File: config.mk
export PLATFORM = sky130hd
export DESIGN_NAME = jt1943_rom_cache
export DESIGN_NICKNAME = d
export VERILOG_FILES = /design/src/rtl/jt1943_rom_cache_pkg.sv /design/src/rtl/jt1943_rom_cache_line.sv /design/src/rtl/jt1943_rom_cache.sv
export SDC_FILE = /design/constraint.sdc
export NUM_CORES = 1
export LEC_CHECK = 0
export ABC_AREA = 1
export BUFFER_PORTS_ARGS = -buffer_cell sky130_fd_sc_hd__buf_2
export CELL_PAD_IN_SITES_DETAIL_PLACEMENT = 1
export CELL_PAD_IN_SITES_GLOBAL_PLACEMENT = 1
export CORE_ASPECT_RATIO = 0.8
export CORE_MARGIN = 5
export CORE_UTILIZATION = 39
export CTS_CLUSTER_SIZE = 40
export DETAILED_ROUTE_END_ITERATION = 10
export GPL_TIMING_DRIVEN = 0
export HOLD_SLACK_MARGIN = 0.1
export PLACE_DENSITY = 0.83
export SETUP_SLACK_MARGIN = 0.05
export SYNTH_ARGS = -nofsm -noshare
export SYNTH_HDL_FRONTEND = slang
export SYNTH_SLANG_ARGS = --single-unit
File: constraint.sdc
create_clock -name clk -period 3.4 [get_ports clk]
set_input_delay 0.68 -clock clk [delete_from_list [all_inputs] [get_ports clk]]
set_output_delay 0.68 -clock clk [all_outputs]
set_load 0.02 [all_outputs]
File: src/rtl/jt1943_rom_cache_pkg.sv
// Shared constants and FSM encoding for the 1943 main-CPU ROM line cache.
package jt1943_rom_cache_pkg;
  localparam int LINE_BYTES = 4;
  localparam int TAG_W      = 16;

  typedef enum logic [1:0] {
    IDLE = 2'd0,
    REQ  = 2'd1,
    WAIT = 2'd2
  } state_t;
endpackage

File: src/rtl/jt1943_rom_cache_line.sv
// One cache entry: valid/tag/data registers, tag compare, byte select and a write port.
module jt1943_rom_cache_line
  import jt1943_rom_cache_pkg::*;
(
  input  logic             clk,
  input  logic             t80_rst_n,
  input  logic             clr,
  input  logic             we,
  input  logic [TAG_W-1:0] wr_tag,
  input  logic [31:0]      wr_data,
  input  logic [TAG_W-1:0] rd_tag,
  input  logic [1:0]       sel,
  output logic             match,
  output logic [7:0]       dout
);
  logic             valid;
  logic [TAG_W-1:0] tag;
  logic [31:0]      data;

  // NOTE: sequential state uses non-blocking assignments so every register samples pre-edge values.
  always_ff @(posedge clk or negedge t80_rst_n) begin
    if (!t80_rst_n)  valid <= 1'b0;
    else if (clr)    valid <= 1'b0;
    else if (we)     valid <= 1'b1;
  end

  // NOTE: tag/data are left unreset; valid alone decides whether their contents are meaningful.
  always_ff @(posedge clk) begin
    if (we) begin
      tag  <= wr_tag;
      data <= wr_data;
    end
  end

  assign match = valid && (tag == rd_tag);
  assign dout  = data[{sel, 3'b000} +: 8];
endmodule

File: src/rtl/jt1943_rom_cache.sv
// Two-entry fully-associative LRU line cache between the main CPU ROM port and SDRAM.
module jt1943_rom_cache
  import jt1943_rom_cache_pkg::*;
#(
  parameter logic [21:0] OFFSET = 22'h0,
  parameter int          AW     = 18
) (
  input  logic          clk,
  input  logic          t80_rst_n,
  input  logic          rom_cs,
  input  logic [AW-1:0] rom_addr,
  output logic [7:0]    rom_data,
  output logic          rom_ok,
  input  logic          flush,
  output logic          sdram_req,
  output logic [21:0]   sdram_addr,
  input  logic          sdram_ack,
  input  logic          data_rdy,
  input  logic [31:0]   sdram_data
);
  state_t           state, state_nxt;
  logic             lru;
  logic             poison;
  logic [TAG_W-1:0] fill_tag;
  logic [TAG_W-1:0] cpu_tag;
  logic             m0, m1;
  logic [7:0]       b0, b1;
  logic             hit, miss_start, fill_we;

  assign cpu_tag    = rom_addr[2 +: TAG_W];
  assign hit        = rom_cs && !flush && (m0 || m1);
  assign miss_start = (state == IDLE) && rom_cs && !flush && !hit;
  // Flush on the return cycle discards the line just like an earlier flush did.
  assign fill_we    = (state == WAIT) && data_rdy && !poison && !flush;

  jt1943_rom_cache_line u_line0 (
    .clk(clk), .t80_rst_n(t80_rst_n), .clr(flush), .we(fill_we && !lru),
    .wr_tag(fill_tag), .wr_data(sdram_data), .rd_tag(cpu_tag), .sel(rom_addr[1:0]),
    .match(m0), .dout(b0)
  );

  jt1943_rom_cache_line u_line1 (
    .clk(clk), .t80_rst_n(t80_rst_n), .clr(flush), .we(fill_we && lru),
    .wr_tag(fill_tag), .wr_data(sdram_data), .rd_tag(cpu_tag), .sel(rom_addr[1:0]),
    .match(m1), .dout(b1)
  );

  // Entry 0 wins when a flush race left the same tag in both entries.
  assign rom_ok   = hit;
  assign rom_data = !hit ? 8'h00 : (m0 ? b0 : b1);

  always_ff @(posedge clk or negedge t80_rst_n) begin
    if (!t80_rst_n) state <= IDLE;
    else            state <= state_nxt;
  end

  // NOTE: a default assignment first keeps always_comb from inferring a latch.
  always_comb begin
    state_nxt = state;
    case (state)
      IDLE:    if (miss_start) state_nxt = REQ;
      REQ:     if (sdram_ack)  state_nxt = WAIT;
      WAIT:    if (data_rdy)   state_nxt = IDLE;
      default:                 state_nxt = IDLE;
    endcase
  end

  always_comb begin
    sdram_req = (state == REQ);
  end

  always_ff @(posedge clk or negedge t80_rst_n) begin
    if (!t80_rst_n) begin
      sdram_addr <= 22'h0;
      fill_tag   <= '0;
      lru        <= 1'b0;
      poison     <= 1'b0;
    end else begin
      if (miss_start) begin
        fill_tag   <= cpu_tag;
        sdram_addr <= OFFSET + {5'b0, cpu_tag, 1'b0};
      end
      // A fill outranks a hit: the new line becomes most recently used.
      if (fill_we)                       lru <= ~lru;
      else if ((state == IDLE) && hit)   lru <= m0;
      if ((state == WAIT) && data_rdy)   poison <= 1'b0;
      else if ((state != IDLE) && flush) poison <= 1'b1;
    end
  end
endmodule

Word-level counts from Yosys, hierarchy flattened. Index checks and enable logic that the tools add are counted.

Register bits after elaboration: 118. Bits in latches: 0. Memory bits (writable): 0. Memory bits (read-only): 0. Bits of input ports: 56. Output and inout port bits: 32. Logic and storage cells: 60. Memories: 0.

Add/subtract/negate cells: 0. $mul: 0. Divide/modulo/power cells: 0. $lt $le $gt $ge: 0. Equality and inequality tests: 7. Shifts and indexed selects: 2. Mux-type cells: 14. Bitwise operators: 1. Reductions and logical operators: 26.

Operator list (count): 32-bit by 6-bit variable part select with 8-bit output (2); 16-bit equality test (2); 8-bit two-way mux (2); 1-bit logical AND (14); 2-bit nonzero test (5); 1-bit two-way mux (8); 2-bit two-way mux (3); 2-bit case mux with 3 select lines (1); 1-bit zero test (4); 2-bit inequality test, second input constant (2); 3-bit AND reduction (1); 2-bit by 1-bit equality test with 1-bit output, second input constant (1); 2-bit equality test, second input constant (1); 2-bit zero test (1); 2-bit by 1-bit inequality test with 1-bit output, second input constant (1); 1-bit logical OR (1); 1-bit inverter (1).

Depth between registers and ports, before layout.
Depth after elaboration: 8. Mapped depth: 13. Mapped depth without buffers: 12.

Hierarchy. A second synthesis with hierarchy kept.

Cell total of the unflattened synthesis: 459. Area, all modules: 5119.9 µm².

Modules (own cells, without submodules): jt1943_rom_cache_line (times used 2, cells an instance 162, area an instance 1988.2 µm², seq. area each 1466.4 µm²); jt1943_rom_cache (times used 1, cells an instance 135, area an instance 1143.6 µm², seq. area each 500.5 µm²).

Worst setup path after synthesis. OpenSTA, ideal clock, no wires.

Kind: input to register. Start: input port data_rdy. End: register u_line1.data[0] (enable). Setup time: 0.455 ns. Data arrival time: 2.994 ns. Required time: 2.945 ns. Slack: -0.049 ns. Cell stages on the path: 3. Path buffers: 0. Path through: and3_1 > nand2_1 > nor2_1.

Cells in the longest elaborated chain, start to end: 4.

Ends and longest elaborated chain: from (decl) (line jt1943_rom_cache.sv:18) `input logic data_rdy,`; 1-bit logical AND (3 in a row) (line jt1943_rom_cache.sv:34) `assign fill_we = (state == WAIT) && data_rdy && !poison && !flush;`; 1-bit logical AND (line jt1943_rom_cache.sv:43) `.clk(clk), .t80_rst_n(t80_rst_n), .clr(flush), .we(fill_we && lru),`; net u_line1.we (line jt1943_rom_cache_line.sv:8) `input logic we,`; to (signal assigned) (line jt1943_rom_cache_line.sv:31) `data <= wr_data;`; to (decl) (line jt1943_rom_cache_line.sv:18) `logic [31:0] data;`.

The timed path passes the listed nets, and every way through them passes these cells. A chain may end at the register's enable or synchronous reset.

Worst setup path in the final report.
Start: input port rom_addr[9]. End: output port rom_data[3].

Cells in the longest elaborated chain, start to end: 5. Elaborated cells on any way between the ends: 8. Those cells by class: eq/ne (2); mux (2); reduce/logical (4).

Ends and longest elaborated chain: from (decl) (line jt1943_rom_cache.sv:11) `input logic [AW-1:0] rom_addr,`; 16-bit equality test (line jt1943_rom_cache_line.sv:35) `assign match = valid && (tag == rd_tag);`; 1-bit logical AND (line jt1943_rom_cache_line.sv:35); 1-bit logical OR (line jt1943_rom_cache.sv:31) `assign hit = rom_cs && !flush && (m0 || m1);`; 1-bit logical AND (line jt1943_rom_cache.sv:31); 8-bit two-way mux (*) (line jt1943_rom_cache.sv:50) `assign rom_data = !hit ? 8'h00 : (m0 ? b0 : b1);`; to (decl) (line jt1943_rom_cache.sv:12) `output logic [7:0] rom_data,`.

Mark *: on every way between the ends. The rest lies on a longest branch, timed or not.

==> impl_metrics.tcl <==
set metrics [dict create \
    status "finished clean" \
    grt_antenna_before_repair 0 \
    relSlewSlack_pct 40.37 \
    rows 38 \
    finalHoldViolations 0 \
    cts_sinks 118 \
    start_util_pct 39.32 \
    slew_violations 0 \
    maxCapViolCount 0 \
    cts_tree "yes" \
    ys_ff_latch 118 \
    clk_latency_ns 0.42 \
    grt_pass1_vias 4473 \
    critical_path_class "in -> out" \
    avgSynthCellArea_um2 9.988 \
    grt_pass1_wl_um 24110 \
    power_density_mw_per_mm2 611.6 \
    antenna_left 0 \
    synth.top_cells.by_count "nand2_1, edfxtp_1, inv_1, nor2_1, nand3_1" \
    layout-drive-gt1-share_pct 22.91 \
    cp_data_arrival_time_ns 2.58 \
    grt_use_total_pct 19.83 \
    place.gp.congestion 0.8763 \
    areaGrowthSynthToFinish_pct 25.74 \
    n_antenna_cell 0 \
    dp_hpwl_um 10070 \
    yosysSeqAreaShare_pct 65.35 \
    htreeDepth 4 \
    rr_worst_depth 5 \
    synth_edf_count 96 \
    final_cells 826 \
    async_flop_share_pct 18.64 \
    p_leak_nw 3.018 \
    synth_cell_types 28 \
    layout_min_cycle_time_ns 3.262 \
    die_x_um 139.8 \
    synth.most_common_cell "nand2_1" \
    yosysTopAreaCell "edfxtp_1" \
    rsz0062_at_grt "yes" \
    end_kind "primary output" \
    die-height_um 113.8 \
    avgViaCountPerCell 4.937 \
    portBuffers 79 \
    grt_max_degree 28 \
    drt_wl_total_um 15120 \
    period_share_pct 95.95 \
    nFillCells 1510 \
    start_kind "input pin" \
    final_nets 689 \
    cp.required_ns 2.72 \
    dpl.cell_count 792 \
    min_path_type "in -> async" \
    synth_flop_cell "edfxtp_1" \
    setup_tns_ns 0 \
    drt-wirelength-per-cell_um 18.31 \
    crit_fanout 9 \
    worst_ir_drop_vdd_v 0.0002609 \
    cts.root.buffer_cell "clkbuf_16" \
    final-setup-viol-count 0 \
    synth_area_mm2 0.005254 \
    overflow 0 \
    cts-hold-fix-buffers 0 \
    first_iter_violations 298 \
    placeableCoreArea_mm2 0.01336 \
    max_freq_mhz 306.5 \
    clk_path_buf_depth 2 \
    vias 4078 \
    path_clk_slew_ns 0.06 \
    ios 88 \
    route.detailed.drc 0 \
    synthTopCellsByArea "edfxtp_1, dfrtp_1, nand2_1" \
    ys_warn_count 0 \
    netlist.area_leader.share_pct 54.87 \
    syn-instance-count 526 \
    die_area_mm2 0.01591 \
    worstMarginPinSlew_ns 0.8923 \
    cts_buffers 17 \
    skew_ns 0.008068 \
    drt_pass1_iterations 4 \
]
-- through the flow --
| step | worst slack [ns] | cell area, µm² | util [%] | hold slack [ns] | power (W) |
|---|---|---|---|---|---|
| 2_1_floorplan | 0.6302 | 5278 | - | 0.3844 | 0.002024 |
| 3_3_place_gp | -0.2052 | 5898 | 44.15 | 0.4448 | 0.002192 |
| 3_5_place_dp | 0.1445 | 5948 | 44.52 | 0.4510 | 0.002230 |
| 4_1_cts | 0.05197 | 6551 | 49.04 | 0.2688 | 0.004061 |
| 5_1_grt | 0.02574 | 6606 | 49.45 | 0.3024 | 0.004190 |
| 6_report | 0.1376 | 6606 | 49.45 | 0.2611 | 0.004040 |
-- timing repair --
item / in CTS / in global routing
setup endpoints to repair: 0 / 8
resized for setup: 0 / 20
buffers inserted: 0 / 2
-- layout by cell type (no fill, tap or decap), types with 8 or more instances in the layout --
cell / n
edfxtp_1: 96
buf_2: 80
nor2_1: 48
clkbuf_16: 17
clkbuf_1: 8
o21ai_0: 26
nand3_1: 35
buf_4: 13
inv_1: 87
nand2_1: 125
nand4_1: 27
dfrtp_1: 22
-- area by class of cell --
type	instances	area [µm²]	area share (%)
sequential	118	3433	51.97
multi-input combinational	298	1406	21.29
clock buffer	23	478.0	7.235
timing repair buffer	83	455.4	6.894
inverter	92	345.3	5.227
tap	180	225.2	3.409
buffer	23	137.6	2.083
clock inverter	9	125.1	1.894
-- sequential cells by signal, summed over array words and instances, names as in the netlist --
signal,flops
u_line1.tag,16
state,2
u_line0.tag,16
fill_tag,16
lru,1
u_line0.valid,1
u_line1.valid,1
poison,1
u_line0.data,32
u_line1.data,32
-- routing by layer --
layer | part of all wire (%) | global-route usage (%) | up-vias
li1 | - | - | 1918
met1 | 44 | 25.98 | 2018
met2 | 49 | 32.33 | 119
met3 | 5.2 | 4.862 | 23
met4 | 2.0 | 7.230 | 0
met5 | 0 | 0 | -
-- path summary, 6_finish.rpt --
check / startpoint / endpoint / slack [ns]
worst max-delay path: rom_addr[9] / rom_data[3] / 0.14
worst min-delay path: t80_rst_n / fill_tag[0] / 0.26
worst max register to register: state[0] / u_line1.data[5] / 1.15
worst min register to register: state[0] / state[1] / 0.46
max in group asynchronous: t80_rst_n / fill_tag[11] / 2.76
min in group clk: sdram_data[5] / u_line0.data[5] / 0.45
-- power breakdown --
part | total (W) | leakage (nW) | internal (W) | switching [W]
Clock | 0.00182 | 0.293 | 0.00120 | 0.000620
Combinational | 0.000431 | 1.58 | 0.000136 | 0.000294
Sequential | 0.00179 | 1.14 | 0.00170 | 0.0000873
-- critical path, stage by stage --
cell and delay, ns:
buf_2 0.11, inv_1 0.09, or2_2 0.13, o21ai_0 0.09, nor2_1 0.13, nand2_1 0.07, nor2_1 0.21, nand3_1 0.15
a21oi_2 0.42, nand2_1 0.15, nor2_1 0.15, buf_2 0.19
-- kinds of logic after synthesis --
group | after synthesis | synth area share [%]
AO/OA/AOI/OAI | 32 | 3.310
flip-flops | 118 | 65.35
XOR/XNOR | 9 | 1.500
buffers and inverters | 115 | 8.859
other | 1 | 0.07138
AND/OR/NAND/NOR | 251 | 20.91
No activity file was read; power rests on OpenSTA's default activity.
